`src/rtl/user_ip_apb_bridge_pkg.sv`:
```
// Shared constants for the native-bus to APB4 bridge feeding the user IP slots.
// State encoding, timeout counter width and fixed bus attributes.
package user_ip_apb_bridge_pkg;

    localparam logic [1:0] S_IDLE   = 2'd0;
    localparam logic [1:0] S_SETUP  = 2'd1;
    localparam logic [1:0] S_ACCESS = 2'd2;
    localparam logic [1:0] S_RESP   = 2'd3;

    localparam int unsigned DATA_W   = 32;
    localparam int unsigned TO_CNT_W = 16;

    localparam logic [2:0] PPROT_VAL = 3'b000;

    // A single-slot build still needs a 1-bit slot register.
    function automatic int unsigned slot_width(input int unsigned n);
        return (n > 1) ? $clog2(n) : 1;
    endfunction

endpackage

```
`src/rtl/user_ip_apb_rsp_mux.sv`:
```
// Combinational selection of the addressed slot's prdata/pready/pslverr.
module user_ip_apb_rsp_mux
    import user_ip_apb_bridge_pkg::*;
#(
    parameter int unsigned SLV_NUM = 8,
    parameter int unsigned SLOT_W  = 3
) (
    input  logic [SLOT_W-1:0]         i_slot,
    input  logic [DATA_W*SLV_NUM-1:0] i_prdata,
    input  logic [SLV_NUM-1:0]        i_pready,
    input  logic [SLV_NUM-1:0]        i_pslverr,
    output logic [DATA_W-1:0]         o_prdata_c,
    output logic                      o_pready_c,
    output logic                      o_pslverr_c
);

    always_comb begin
        o_prdata_c  = '0;
        o_pready_c  = 1'b0;
        o_pslverr_c = 1'b0;
        for (int k = 0; k < int'(SLV_NUM); k++) begin
            if (i_slot == SLOT_W'(k)) begin
                o_prdata_c  = i_prdata[DATA_W*k +: DATA_W];
                o_pready_c  = i_pready[k];
                o_pslverr_c = i_pslverr[k];
            end
        end
    end

endmodule

```
`src/rtl/user_ip_apb_bridge.sv`:
```
// Native valid/ready request to single APB4 transfer bridge for the user IP slots,
// with per-slot psel, pready timeout and a sticky error flag.
module user_ip_apb_bridge
    import user_ip_apb_bridge_pkg::*;
#(
    parameter int unsigned SLV_NUM        = 8,
    parameter int unsigned SLV_ADDR_WIDTH = 8,
    parameter logic [31:0] BASE_ADDR      = 32'h1000_0000,
    parameter int unsigned TIMEOUT        = 255
) (
    input  logic                      clk_i,
    input  logic                      rst_i,
    input  logic                      mem_valid_i,
    input  logic [31:0]               mem_addr_i,
    input  logic [31:0]               mem_wdata_i,
    input  logic [3:0]                mem_wstrb_i,
    output logic                      mem_ready_o,
    output logic [31:0]               mem_rdata_o,
    output logic [31:0]               paddr_o,
    output logic                      pwrite_o,
    output logic [31:0]               pwdata_o,
    output logic [3:0]                pstrb_o,
    output logic [2:0]                pprot_o,
    output logic [SLV_NUM-1:0]        psel_o,
    output logic                      penable_o,
    input  logic [DATA_W*SLV_NUM-1:0] prdata_i,
    input  logic [SLV_NUM-1:0]        pready_i,
    input  logic [SLV_NUM-1:0]        pslverr_i,
    output logic                      err_o,
    input  logic                      err_clr_i
);

    localparam int unsigned IDX_W  = $clog2(SLV_NUM);
    localparam int unsigned SLOT_W = slot_width(SLV_NUM);
    localparam int unsigned HI     = SLV_ADDR_WIDTH + IDX_W;

    logic [1:0]          r_state;
    logic [1:0]          w_state_nxt;
    logic [SLOT_W-1:0]   r_slot;
    logic [31:0]         r_paddr;
    logic [31:0]         r_pwdata;
    logic [3:0]          r_pstrb;
    logic                r_pwrite;
    logic [SLV_NUM-1:0]  r_psel;
    logic                r_penable;
    logic                r_mem_ready;
    logic [31:0]         r_mem_rdata;
    logic                r_err;
    logic [TO_CNT_W-1:0] r_to_cnt;

    logic                w_hit;
    logic [SLOT_W-1:0]   w_slot_req;
    logic                w_start;
    logic                w_done;
    logic                w_timeout;
    logic                w_err_set;
    logic [DATA_W-1:0]   w_prdata;
    logic                w_pready;
    logic                w_pslverr;

    assign w_hit = (mem_addr_i[31:HI] == BASE_ADDR[31:HI]);

    generate
        if (IDX_W == 0) begin : g_single_slot
            assign w_slot_req = '0;
        end else begin : g_multi_slot
            assign w_slot_req = mem_addr_i[SLV_ADDR_WIDTH +: IDX_W];
        end
    endgenerate

    user_ip_apb_rsp_mux #(
        .SLV_NUM (SLV_NUM),
        .SLOT_W  (SLOT_W)
    ) u_rsp_mux (
        .i_slot      (r_slot),
        .i_prdata    (prdata_i),
        .i_pready    (pready_i),
        .i_pslverr   (pslverr_i),
        .o_prdata_c  (w_prdata),
        .o_pready_c  (w_pready),
        .o_pslverr_c (w_pslverr)
    );

    // Next state; pready in the same ACCESS cycle wins over the timeout.
    always_comb begin
        w_state_nxt = r_state;
        w_start     = 1'b0;
        w_done      = 1'b0;
        w_timeout   = 1'b0;
        case (r_state)
            S_IDLE: begin
                if (mem_valid_i && w_hit) begin
                    w_state_nxt = S_SETUP;
                    w_start     = 1'b1;
                end
            end
            S_SETUP: w_state_nxt = S_ACCESS;
            S_ACCESS: begin
                if (w_pready) begin
                    w_state_nxt = S_RESP;
                    w_done      = 1'b1;
                end else if (r_to_cnt == TO_CNT_W'(TIMEOUT)) begin
                    w_state_nxt = S_RESP;
                    w_timeout   = 1'b1;
                end
            end
            S_RESP:  w_state_nxt = S_IDLE;
            default: w_state_nxt = S_IDLE;
        endcase
    end

    assign w_err_set = w_timeout || (w_done && w_pslverr);

    always_ff @(posedge clk_i) begin
        if (rst_i) begin
            r_state <= S_IDLE;
        end else begin
            r_state <= w_state_nxt;
        end
    end

    // Request latch, APB phase outputs, response and timeout counter.
    always_ff @(posedge clk_i) begin
        if (rst_i) begin
            r_slot      <= '0;
            r_paddr     <= '0;
            r_pwdata    <= '0;
            r_pstrb     <= '0;
            r_pwrite    <= 1'b0;
            r_psel      <= '0;
            r_penable   <= 1'b0;
            r_mem_ready <= 1'b0;
            r_mem_rdata <= '0;
            r_err       <= 1'b0;
            r_to_cnt    <= '0;
        end else begin
            r_mem_ready <= w_done || w_timeout;
            if (w_start) begin
                r_slot   <= w_slot_req;
                r_paddr  <= mem_addr_i;
                r_pwdata <= mem_wdata_i;
                r_pstrb  <= mem_wstrb_i;
                r_pwrite <= |mem_wstrb_i;
                r_psel   <= SLV_NUM'(1) << w_slot_req;
                r_to_cnt <= '0;
            end
            if (r_state == S_SETUP) begin
                r_penable <= 1'b1;
            end
            if (r_state == S_ACCESS && !w_pready && !w_timeout) begin
                r_to_cnt <= r_to_cnt + TO_CNT_W'(1);
            end
            if (w_done || w_timeout) begin
                r_psel      <= '0;
                r_penable   <= 1'b0;
                r_mem_rdata <= (w_done && !r_pwrite) ? w_prdata : '0;
            end
            if (w_err_set) begin
                r_err <= 1'b1;
            end else if (err_clr_i) begin
                r_err <= 1'b0;
            end
        end
    end

    assign mem_ready_o = r_mem_ready;
    assign mem_rdata_o = r_mem_rdata;
    assign paddr_o     = r_paddr;
    assign pwrite_o    = r_pwrite;
    assign pwdata_o    = r_pwdata;
    assign pstrb_o     = r_pstrb;
    assign pprot_o     = PPROT_VAL;
    assign psel_o      = r_psel;
    assign penable_o   = r_penable;
    assign err_o       = r_err;

endmodule
```
`config.mk`:
```
export PLATFORM = sky130hd
export DESIGN_NAME = user_ip_apb_bridge
export DESIGN_NICKNAME = d
export VERILOG_FILES = /design/src/rtl/user_ip_apb_bridge_pkg.sv /design/src/rtl/user_ip_apb_rsp_mux.sv /design/src/rtl/user_ip_apb_bridge.sv
export SDC_FILE = /design/constraint.sdc
export NUM_CORES = 1
export LEC_CHECK = 0
export ABC_CLOCK_PERIOD_IN_PS = 2600
export CAP_MARGIN = 20
export CELL_PAD_IN_SITES_DETAIL_PLACEMENT = 2
export CELL_PAD_IN_SITES_GLOBAL_PLACEMENT = 2
export CORE_ASPECT_RATIO = 1.75
export CORE_MARGIN = 5
export CORE_UTILIZATION = 20
export CTS_BUF_LIST = sky130_fd_sc_hd__clkbuf_8
export DETAILED_ROUTE_END_ITERATION = 8
export GPL_ROUTABILITY_DRIVEN = 0
export PLACE_DENSITY_LB_ADDON = 0.1
export SLEW_MARGIN = 20
export SYNTH_ARGS = -nofsm -noshare
export SYNTH_HDL_FRONTEND = slang
export SYNTH_SLANG_ARGS = --single-unit
```
`constraint.sdc`:
```
create_clock -name clk_i -period 2.6 [get_ports clk_i]
set_clock_uncertainty 0.1 [all_clocks]
set_input_delay 0.52 -clock clk_i [delete_from_list [all_inputs] [get_ports clk_i]]
set_output_delay 0.52 -clock clk_i [all_outputs]
set_load 0.02 [all_outputs]
```
# Yosys cells after proc, flatten, opt, wreduce, memory -nomap -nowiden
# Index checks and enable logic that the tools add are counted.
# Widths: inputs -> output; s select.
dict set report classes {
  n_bitwise 0
  shift 1
  multipliers 0
  reduce_logical 17
  order_cmp 0
  eq_ne 14
  n_div 0
  n_addsub 1
  n_mux 40
}
# op count
set op_table {}
lappend op_table {{$mux 32} 9}
lappend op_table {{$mux 16} 2}
lappend op_table {{$mux 1} 25}
lappend op_table {{$eq 21x18->1 const B} 1}
lappend op_table {{$add 16x1->16 const B} 1}
lappend op_table {{$eq 16x8->1 const B} 1}
lappend op_table {{$eq 3x3->1 const B} 4}
lappend op_table {{$pmux 2 s4} 1}
lappend op_table {{$shl 1x3->8 const A} 1}
lappend op_table {{$eq 3x2->1 const B} 2}
lappend op_table {{$mux 2} 3}
lappend op_table {{$logic_and 1x1->1} 5}
lappend op_table {{$eq 2x2->1 const B} 2}
lappend op_table {{$reduce_bool 2->1} 2}
lappend op_table {{$reduce_or 4->1} 1}
lappend op_table {{$eq 3x1->1 const B} 1}
lappend op_table {{$logic_not 1->1} 3}
lappend op_table {{$logic_not 3->1} 1}
lappend op_table {{$ne 3x3->1 const B} 1}
lappend op_table {{$eq 2x1->1 const B} 1}
lappend op_table {{$logic_not 2->1} 1}
lappend op_table {{$logic_or 1x1->1} 2}
lappend op_table {{$ne 2x2->1 const B} 1}
lappend op_table {{$reduce_and 2->1} 1}
lappend op_table {{$reduce_or 2->1} 1}
dict set report word_totals {
  mem_bits_ro 0
  regBits 133
  latchBits 0
  in_bits 344
  elab_cells 85
  output_inout_bits 115
  mem_count 0
  ramBits 0
}

# Logic depth before layout (Yosys ltp)
# Gate-level depths: netlist of run 1.
dict set report logic_depth {
  depth_word 14
  mapped_depth 9
  ltp_nobuf 7
}

# Modules after synthesis
# A second synthesis of run 1 with hierarchy kept.
dict set report hier_totals {
  cells_unflattened 898
  hier_area_um2 7482.2
}
# module seq_area_each_um2 cells_per_inst area_per_inst_um2 instances
set modules_own_cells {}
lappend modules_own_cells {user_ip_apb_bridge 2602.5 523 4768.3 1}
lappend modules_own_cells {user_ip_apb_rsp_mux 0.0 375 2713.9 1}

# Worst setup path before layout of run 1
# No wires, ideal clock.
dict set report synth_timing {
  kind {flip-flop to flip-flop}
  startpoint {register r_slot[0]}
  endpoint {register r_to_cnt[11]}
  stages_incl_launch_ff 8
  arrival_time_ns 2.176
  synth_period_minus_slack_ns 2.345
  setup_ns 0.069
  n_path_buf 2
  path_slack_ns 0.255
  t_required_ns 2.431
  path_cell_list {dfxtp_1 > buf_6 > mux4_2 > a21boi_4 > or3_4 > buf_6 > or3_1 > o21ai_1}
}
dict set report synth_between {
  elab_chain_cells 14
  elab_cells_between_ends 24
  cone_classes {eq/ne: 7; mux: 11; reduce/logical: 6}
}
# item line_no
set synth_lines {}
lappend synth_lines {{start: declaration} user_ip_apb_bridge.sv:39} ;# logic [SLOT_W-1:0] r_slot;
lappend synth_lines {{start signal: assignment} user_ip_apb_bridge.sv:139} ;# r_slot <= w_slot_req;
lappend synth_lines {{$logic_not 3->1} user_ip_apb_rsp_mux.sv:22} ;# if (i_slot == SLOT_W'(k)) begin
lappend synth_lines {{$mux 1 (7 in series)} user_ip_apb_rsp_mux.sv:22}
lappend synth_lines {{$mux 1 (*)} user_ip_apb_rsp_mux.sv:22}
lappend synth_lines {{$mux 1} user_ip_apb_bridge.sv:99} ;# if (w_pready) begin
lappend synth_lines {{$mux 1} user_ip_apb_bridge.sv:90} ;# case (r_state)
lappend synth_lines {{$logic_not 1->1} user_ip_apb_bridge.sv:150} ;# if (r_state == S_ACCESS && !w_pready && !w_timeout) begin
lappend synth_lines {{$logic_and 1x1->1 (*)} user_ip_apb_bridge.sv:150}
lappend synth_lines {{$mux 16 or $reduce_bool 2->1 (tied branches)} --}
lappend synth_lines {{end signal: assignment} user_ip_apb_bridge.sv:151} ;# r_to_cnt <= r_to_cnt + TO_CNT_W'(1);
lappend synth_lines {{end: declaration} user_ip_apb_bridge.sv:49} ;# logic [TO_CNT_W-1:0] r_to_cnt;
# Mark *: on every way between the ends. The rest lies on a longest branch, timed or not.
# A chain may end at the register's enable or synchronous reset.

# Worst setup path after layout of run 1
dict set report layout_timing {
  startpoint {register r_paddr[10] (netlist: paddr_o[10])}
  endpoint {output paddr_o[10]}
}
# item line_no
set layout_rtl {}
lappend layout_rtl {{start: declaration} user_ip_apb_bridge.sv:40} ;# logic [31:0] r_paddr;
lappend layout_rtl {{start signal: assignment} user_ip_apb_bridge.sv:140} ;# r_paddr <= mem_addr_i;
lappend layout_rtl {{end: declaration} user_ip_apb_bridge.sv:19} ;# output logic [31:0] paddr_o,
# No word-level cell between the ends.

==> metrics.md, run 1 <==
| Metric | Value |
|---|---|
| Status | finished clean |
| Uppermost routed layer | met5 |
| Most frequent cells in the layout | 452 x clkdlybuf4s50_1, 134 x nand2_1, 127 x dfxtp_1, 85 x a21oi_1, 39 x mux4_2 |
| Peak supply drop | 0.000227 V |
| CTS tree | yes |
| I/O pins | 459 |
| Antenna violations before repair | 11 |
| Combinational share of power | ~18% |
| Switching power | 1.22 mW |
| Asr flop ratio synth | 0% |
| Commonest non-fill, non-tap cell in the layout | clkdlybuf4s50_1 |
| Final Setup Violations | 0 |
| CTS H-tree depth | 4 |
| Fin. Hold Viols | 0 |
| Clk sinks | 130 |
| Synth top area cells | dfxtp_1 38%, mux4_2 13%, nand2_1 7.3% |
| Post-synthesis cell area | a little under 7000 um2 |
| Post-layout nets | 1549 |
| Pre-antenna DRT Iters | 6 |
| Largest net degree at the start of global routing | 78 |
| Met1 Wirelength | 13600 um |
| Post-Syn Area per Cell | 9.19 um2 |
| Starting density of the core | 20.3% |
| Distinct cells, synth | 59 |
| Simple-Gate Fraction of Synth Area | a little under a fifth |
| Max_slew headroom | 55.0% |
| CP required | between 1.5 and 2 ns |
| Reg power frac | between 40% and 50% |
| Compound-cell area share of the yosys netlist | 18.8% |
| EDFF count, synth | 0 |
| Pre-CTS setup slack | -0.268 ns |
| Die Ht | 255 um |
| Die area | 38200 um2 |
| Share of Yosys cell area claimed by the top area cell type | 38.0% |
| Sequential share of the synthesized area | a little under two fifths |
| Post-CTS Setup Bufs | 0 |
| Worst-path clk slew | 0.08 ns |
| Total wire length after detailed routing | roughly 38000 um |
| Combinational family with the most area after synthesis | multiplexers |
| DRT antenna net count | 0 |
| Clock Power Share | 37.2% |
| Post-layout util | 37.1% |
| Skew-Pair Late Insertion Delay | 0.48 ns |
| Post-synthesis instance total | 746 |
| WHS | 0.210 ns |
| Fmax | 412 MHz |
| CP endpoint kind | primary output |
| Worst setup margin | 0.171 ns |
| Hold crit path type | in2reg |
| CTS root buf | clkbuf_8 |
| PwrDens | 360 nW/um2 |
| Post-CTS Hold Fix Bufs | 0 |
| Die Wd | 150 um |
| Core Area | 33900 um2 |
| First-pass GRT wire length | ~54000 um |
| Share of cells above drive strength 1 | 12.4% |
| GR Overflow Total | 0 |
| Tmin final | 2.43 ns |
| GRT Total Usage | 19.1% |
| Ys Warns | 0 |
| Mux cell area share after synthesis | 19.2% |
| Cell Rows | 89 |
| Setup Crit Path Kind | reg2out |
| Tcrit/Tclk final | 93.4% |
| CTS Buffer Depth | 2 |
| Wirelength per Cell | between 20 and 25 um |
| CP arrival | 1.81 ns |
| Post-synthesis register bit count | 130 |
| Final Max Tran Viols | 0 |
| Worst-path maximum fanout | 39 |
| Max-Cap Viols | 0 |
| Initial DRC count | 248 |
| DR WL met3 | 3600 um |
| I/O Buffers | around 460 |
| Post-DP HPWL | 31200 um |
| Xor/xnor cell area share of the yosys netlist | 0.383% |
| Top_reg_cell synth | dfxtp_1 |
| Syn-to-layout area delta | 83.2% |
| Worst slew pin tran | about 0.67 ns |
| Number of CTS-inserted buffers | 17 |
| RSZ-0062 raised after global routing | no |
| Vias | 7765 |
| Drc violations | 0 |
| Vias in the first global route | 8413 |
| Number of fill cells | about 3800 |
| Routed wl met2 | 20000 um |
| Synth Area in Adders | 0.730% |
| Via density | 4.63 |
| Area leader, netlist | dfxtp_1 |
| Pwr Total | 4.52 mW |
| Switching Fraction | 26.9% |
| LEAKAGE | 4.17 nW |
| Critical Path Start Type | flop |
| Internal cell power | roughly 3.3 mW |
critical path: stages (launching register included):
cell	delay (ns)
dfxtp_4	0.42
buf_16	0.25
clkdlybuf4s50_1	0.65
synthesized netlist by cell type (3+ instances only):
| cell | instances |
|---|---|
| o2bb2ai_1 | 27 |
| nor2_1 | 30 |
| buf_2 | 9 |
| dfxtp_1 | 130 |
| and2_1 | 21 |
| mux4_2 | 39 |
| nor3b_1 | 7 |
| o21ai_1 | 5 |
| nand3_1 | 12 |
| nand4b_1 | 4 |
| mux2_2 | 21 |
| buf_4 | 7 |
| nor4_1 | 10 |
| buf_1 | 8 |
| nand2_1 | 134 |
| nand4_1 | 4 |
| or3_1 | 8 |
| o21ai_0 | 12 |
| clkbuf_1 | 38 |
| a21oi_1 | 85 |
| inv_1 | 10 |
| nand2b_1 | 7 |
| mux2i_1 | 20 |
| o22ai_1 | 26 |
| o221ai_1 | 16 |
| a22o_1 | 5 |
| ha_1 | 4 |
| nor2b_1 | 4 |
| and4_1 | 3 |
final timing paths:
kind                            startpoint                           end  slack (ns)  cells after the start
setup reg to reg    r_slot[0]$_SDFFE_PP0P_  mem_rdata_o[12]$_SDFFE_PP0P_        0.19                      7
hold / removal                       rst_i      r_to_cnt[1]$_SDFFE_PP0P_        0.21                      2
setup / recovery  paddr_o[10]$_SDFFE_PP0P_                   paddr_o[10]        0.17                      2
hold reg to reg     psel_o[5]$_SDFFE_PP0P_        psel_o[5]$_SDFFE_PP0P_        0.36                      2
registers in the layout, indices dropped and copies added (netlist names):
| signal | cells |
|---|---|
| pwdata_o | 32 |
| r_to_cnt | 16 |
| pwrite_o | 1 |
| pstrb_o | 4 |
| penable_o | 1 |
| mem_rdata_o | 32 |
| r_slot | 2 |
| err_o | 1 |
| paddr_o | 30 |
| r_state | 2 |
| mem_ready_o | 1 |
| psel_o | 8 |
timing repair:
item,in CTS,in global routing
hold endpoints to repair,0,0
endpoints found under the setup margin,3,2
gates cloned,0,1
gates resized for setup,4,1
per-stage QoR:
step           std cells  TNS [ns]  cell area, um2
6_report            1678         0           12600
4_1_cts             1668         0           12500
3_5_place_dp        1636     -8.42           12100
3_3_place_gp        1636     -7.07           12100
2_1_floorplan        748         0            6860
5_1_grt             1678         0           12600
routing by layer:
layer	up-vias	global-route usage (%)
li1	3657	-
met1	3742	19.3
met2	314	34.3
met3	48	7.35
met4	4	9.06
met5	-	0
power groups by stage:
stage / registers, mW / logic (mW) / clock network, mW
2_1_floorplan: 2.06 / 0.209 / 0
4_1_cts: 2.01 / 0.847 / 1.79
3_5_place_dp: 2.05 / 0.840 / 0
6_report: 2.01 / 0.834 / 1.68
3_3_place_gp: 2.05 / 0.829 / 0
5_1_grt: 2.01 / 0.890 / 1.88
layout make-up:
cell class	count	area, um2	share of cell area [%]
diodes	9	22.5	0.179
clock buffers	18	248	1.97
clock inverters	14	116	0.926
inverters	10	37.5	0.299
multi-input cells	544	3940	31.4
flip-flops and latches	130	2610	20.8
well taps	455	569	4.53
repair buffers	498	5010	39.9
kinds of logic (layout without fill, tap and decap cells):
| group | after synthesis | in the layout |
|---|---|---|
| xor gates and xnor gates | 3 | 3 |
| muxes | 80 | 80 |
| DFF | 130 | 130 |
| and+or+nand+nor | 258 | 258 |
| adders and majority gates | 4 | 4 |
| buffers and inverters | 74 | 540 |
| AOI/OAI and AO/OA | 196 | 196 |
| other | 1 | 12 |
No activity file was read; power rests on OpenSTA's default activity.
==> run 2, diff against run 1 <==
--- a/config.mk
+++ b/config.mk
@@ -6,7 +6,7 @@
 export NUM_CORES = 1
 export LEC_CHECK = 0
 export ABC_CLOCK_PERIOD_IN_PS = 2600
-export CAP_MARGIN = 20
+export CAP_MARGIN = 25
 export CELL_PAD_IN_SITES_DETAIL_PLACEMENT = 2
 export CELL_PAD_IN_SITES_GLOBAL_PLACEMENT = 2
 export CORE_ASPECT_RATIO = 1.75
==> results of run 2 <==
Final layout, timing and power as in run 1 (identical DEF).
==> run 3, diff against run 2 <==
--- a/config.mk
+++ b/config.mk
@@ -7,7 +7,7 @@
 export LEC_CHECK = 0
 export ABC_CLOCK_PERIOD_IN_PS = 2600
 export CAP_MARGIN = 25
-export CELL_PAD_IN_SITES_DETAIL_PLACEMENT = 2
+export CELL_PAD_IN_SITES_DETAIL_PLACEMENT = 1
 export CELL_PAD_IN_SITES_GLOBAL_PLACEMENT = 2
 export CORE_ASPECT_RATIO = 1.75
 export CORE_MARGIN = 5
==> metrics.md, run 3 (same netlist as run 1, synthesis figures left out) <==
| Metric | Value |
|---|---|
| Syn-to-layout area delta | 83.6% |
| Skew-Pair Late Insertion Delay | approximately 0.46 ns |
| CP dominant cell by count | buf_12 |
| Wirelength per Cell | 22.0 um |
| Crit path launch | r_slot[0]$_SDFFE_PP0P_ |
| Pre-CTS setup slack | -0.228 ns |
| R2r endpoint | mem_rdata_o[5]$_SDFFE_PP0P_ |
| Final Setup Violations | 0 |
| CTS root buf | clkbuf_8 |
| RSZ-0062 raised after global routing | no |
| First-pass GRT wire length | 51500 um |
| Commonest non-fill, non-tap cell in the layout | clkdlybuf4s50_1 |
| Critical Path Start Type | flop |
| Largest net degree at the start of global routing | 78 |
| Drc violations | 0 |
| CP arrival | 2.71 ns |
| Pre-antenna DRT Iters | 4 |
| CP Cell Sequence | buf_12 -> mux4_2 -> a21boi_4 -> or3b_4 -> a21oi_4 -> buf_12 -> a22o_1 |
| Hold crit path type | in2reg |
| Initial DRC count | ~170 |
| CP endpoint kind | flop |
| CTS tree | yes |
| Total wire length after detailed routing | 36900 um |
| Fmax | between 400 and 500 MHz |
| Post-CTS Setup Bufs | 0 |
| Worst-path clk slew | around 0.08 ns |
| Number of CTS-inserted buffers | 17 |
| Switching Fraction | between 20% and 30% |
| Path depth of the worst reg2reg path | 7 |
| GR Overflow Total | 0 |
| Setup Crit Path Kind | reg2reg |
| Worst slew pin tran | 0.658 ns |
| HP Start | rst_i |
| Peak supply drop | approximately 0.00027 V |
| CP max-delay cell | mux4_2 |
| LEAKAGE | 4.19 nW |
| CTS Buffer Depth | 2 |
| Antenna violations before repair | 12 |
| Post-layout util | 37.2% |
| Core Area | about 34000 um2 |
| Worst-path maximum fanout | 32 |
| Clk sinks | 130 |
| Reg power frac | a little over two fifths |
| Post-DP HPWL | 29600 um |
| Worst setup margin | 0.193 ns |
| Die Wd | approximately 150 um |
| I/O pins | 459 |
| Cell Rows | 89 |
| WHS | 0.233 ns |
| Most frequent cells in the layout | 452 x clkdlybuf4s50_1, 134 x nand2_1, 127 x dfxtp_1, 85 x a21oi_1, 39 x mux4_2 |
| Share of cells above drive strength 1 | around an eighth |
| Vias in the first global route | between 8000 and 9000 |
| I/O Buffers | 455 |
| Status | finished clean |
| CTS H-tree depth | 4 |
| Fin. Hold Viols | 0 |
| PwrDens | 368 nW/um2 |
| Max_slew headroom | 56.0% |
| Tmin final | 2.41 ns |
| Tcrit/Tclk final | 92.6% |
| Starting density of the core | 20.3% |
| Die area | 38200 um2 |
| Die Ht | 255 um |
| Final Max Tran Viols | 0 |
| Combinational share of power | 17.9% |
| Hold Path End | r_to_cnt[1]$_SDFFE_PP0P_ |
| Vias | 7564 |
| Number of fill cells | 3912 |
| Internal cell power | 3.48 mW |
| Hold-critical path depth | 2 |
| DRT antenna net count | 0 |
| FF-to-FF setup slack | 0.19 ns |
| Clock Power Share | 38.8% |
| Post-layout nets | 1549 |
| Switching power | 1.15 mW |
| GRT Total Usage | between 10% and 20% |
| Max-Cap Viols | 0 |
| CP required | 2.90 ns |
| Max stage delay on crit path | 0.49 ns |
| Reg2reg start | r_slot[0]$_SDFFE_PP0P_ |
| TNS Setup | 0 ns |
| Via density | 4.51 |
run 3: repair_timing:
item,CTS,global route
pin swaps,0,0
gates cloned,0,1
hold buffers,0,0
endpoints found under the hold margin,0,0
gates resized for setup,3,0
setup endpoints to repair,3,1
run 3: worst max path at each step:
| stage | to | slack, ns |
|---|---|---|
| 2_1_floorplan | r_to_cnt[11]$_SDFFE_PP0P_ | 0.25 |
| 3_3_place_gp | err_o$_SDFFE_PP0P_ | -0.18 |
| 3_5_place_dp | mem_rdata_o[26]$_SDFFE_PP0P_ | -0.23 |
| 4_1_cts | paddr_o[10] | 0.02 |
| 5_1_grt | mem_rdata_o[2]$_SDFFE_PP0P_ | 0.03 |
| 6_report | mem_rdata_o[5]$_SDFFE_PP0P_ | 0.19 |
run 3: per-stage QoR:
stage                     cells  instance area [um2]  power [mW]
after detailed placement   1636                12100        2.89
after global placement     1636                12100        2.88
after floorplan             748                 6860        2.27
after global routing       1677                12600        4.91
final                      1679                12600        4.64
after CTS                  1667                12500        4.77
run 3: layer usage:
layer	vias up	GRT usage, %	share of wire [%]
li1	3664	-	-
met4	2	8.56	3.0
met3	37	6.73	9.1
met5	-	0	0.019
met2	308	32.4	52
met1	3553	18.5	36
run 3: area by class of cell:
class,instances,area (um2),share of cell area (%)
Multi-Input combinational cell,544,3940,31.3
Antenna cell,11,27.5,0.219
Clock buffer,18,248,1.97
Tap cell,455,569,4.52
Clock inverter,13,150,1.19
Sequential cell,130,2610,20.8
Inverter,10,37.5,0.298
Timing Repair Buffer,498,5010,39.8
run 3: power by group through the flow:
stage               Clock [mW]  Sequential [mW]  Combinational (mW)
global route              2.01             2.01               0.885
CTS                       1.92             2.01               0.845
detailed placement           0             2.05               0.837
finish                    1.80             2.01               0.832
floorplan                    0             2.06               0.209
global placement             0             2.05               0.829
run 3: worst max-delay path: cells and delay by family (launching register included):
family                 cells  cell delay (ns)
AO/OA/AOI/OAI              3             0.52
buffers and inverters      2             0.34
flip-flops                 1             0.44
multiplexers               1             0.49
AND/OR/NAND/NOR            1             0.44
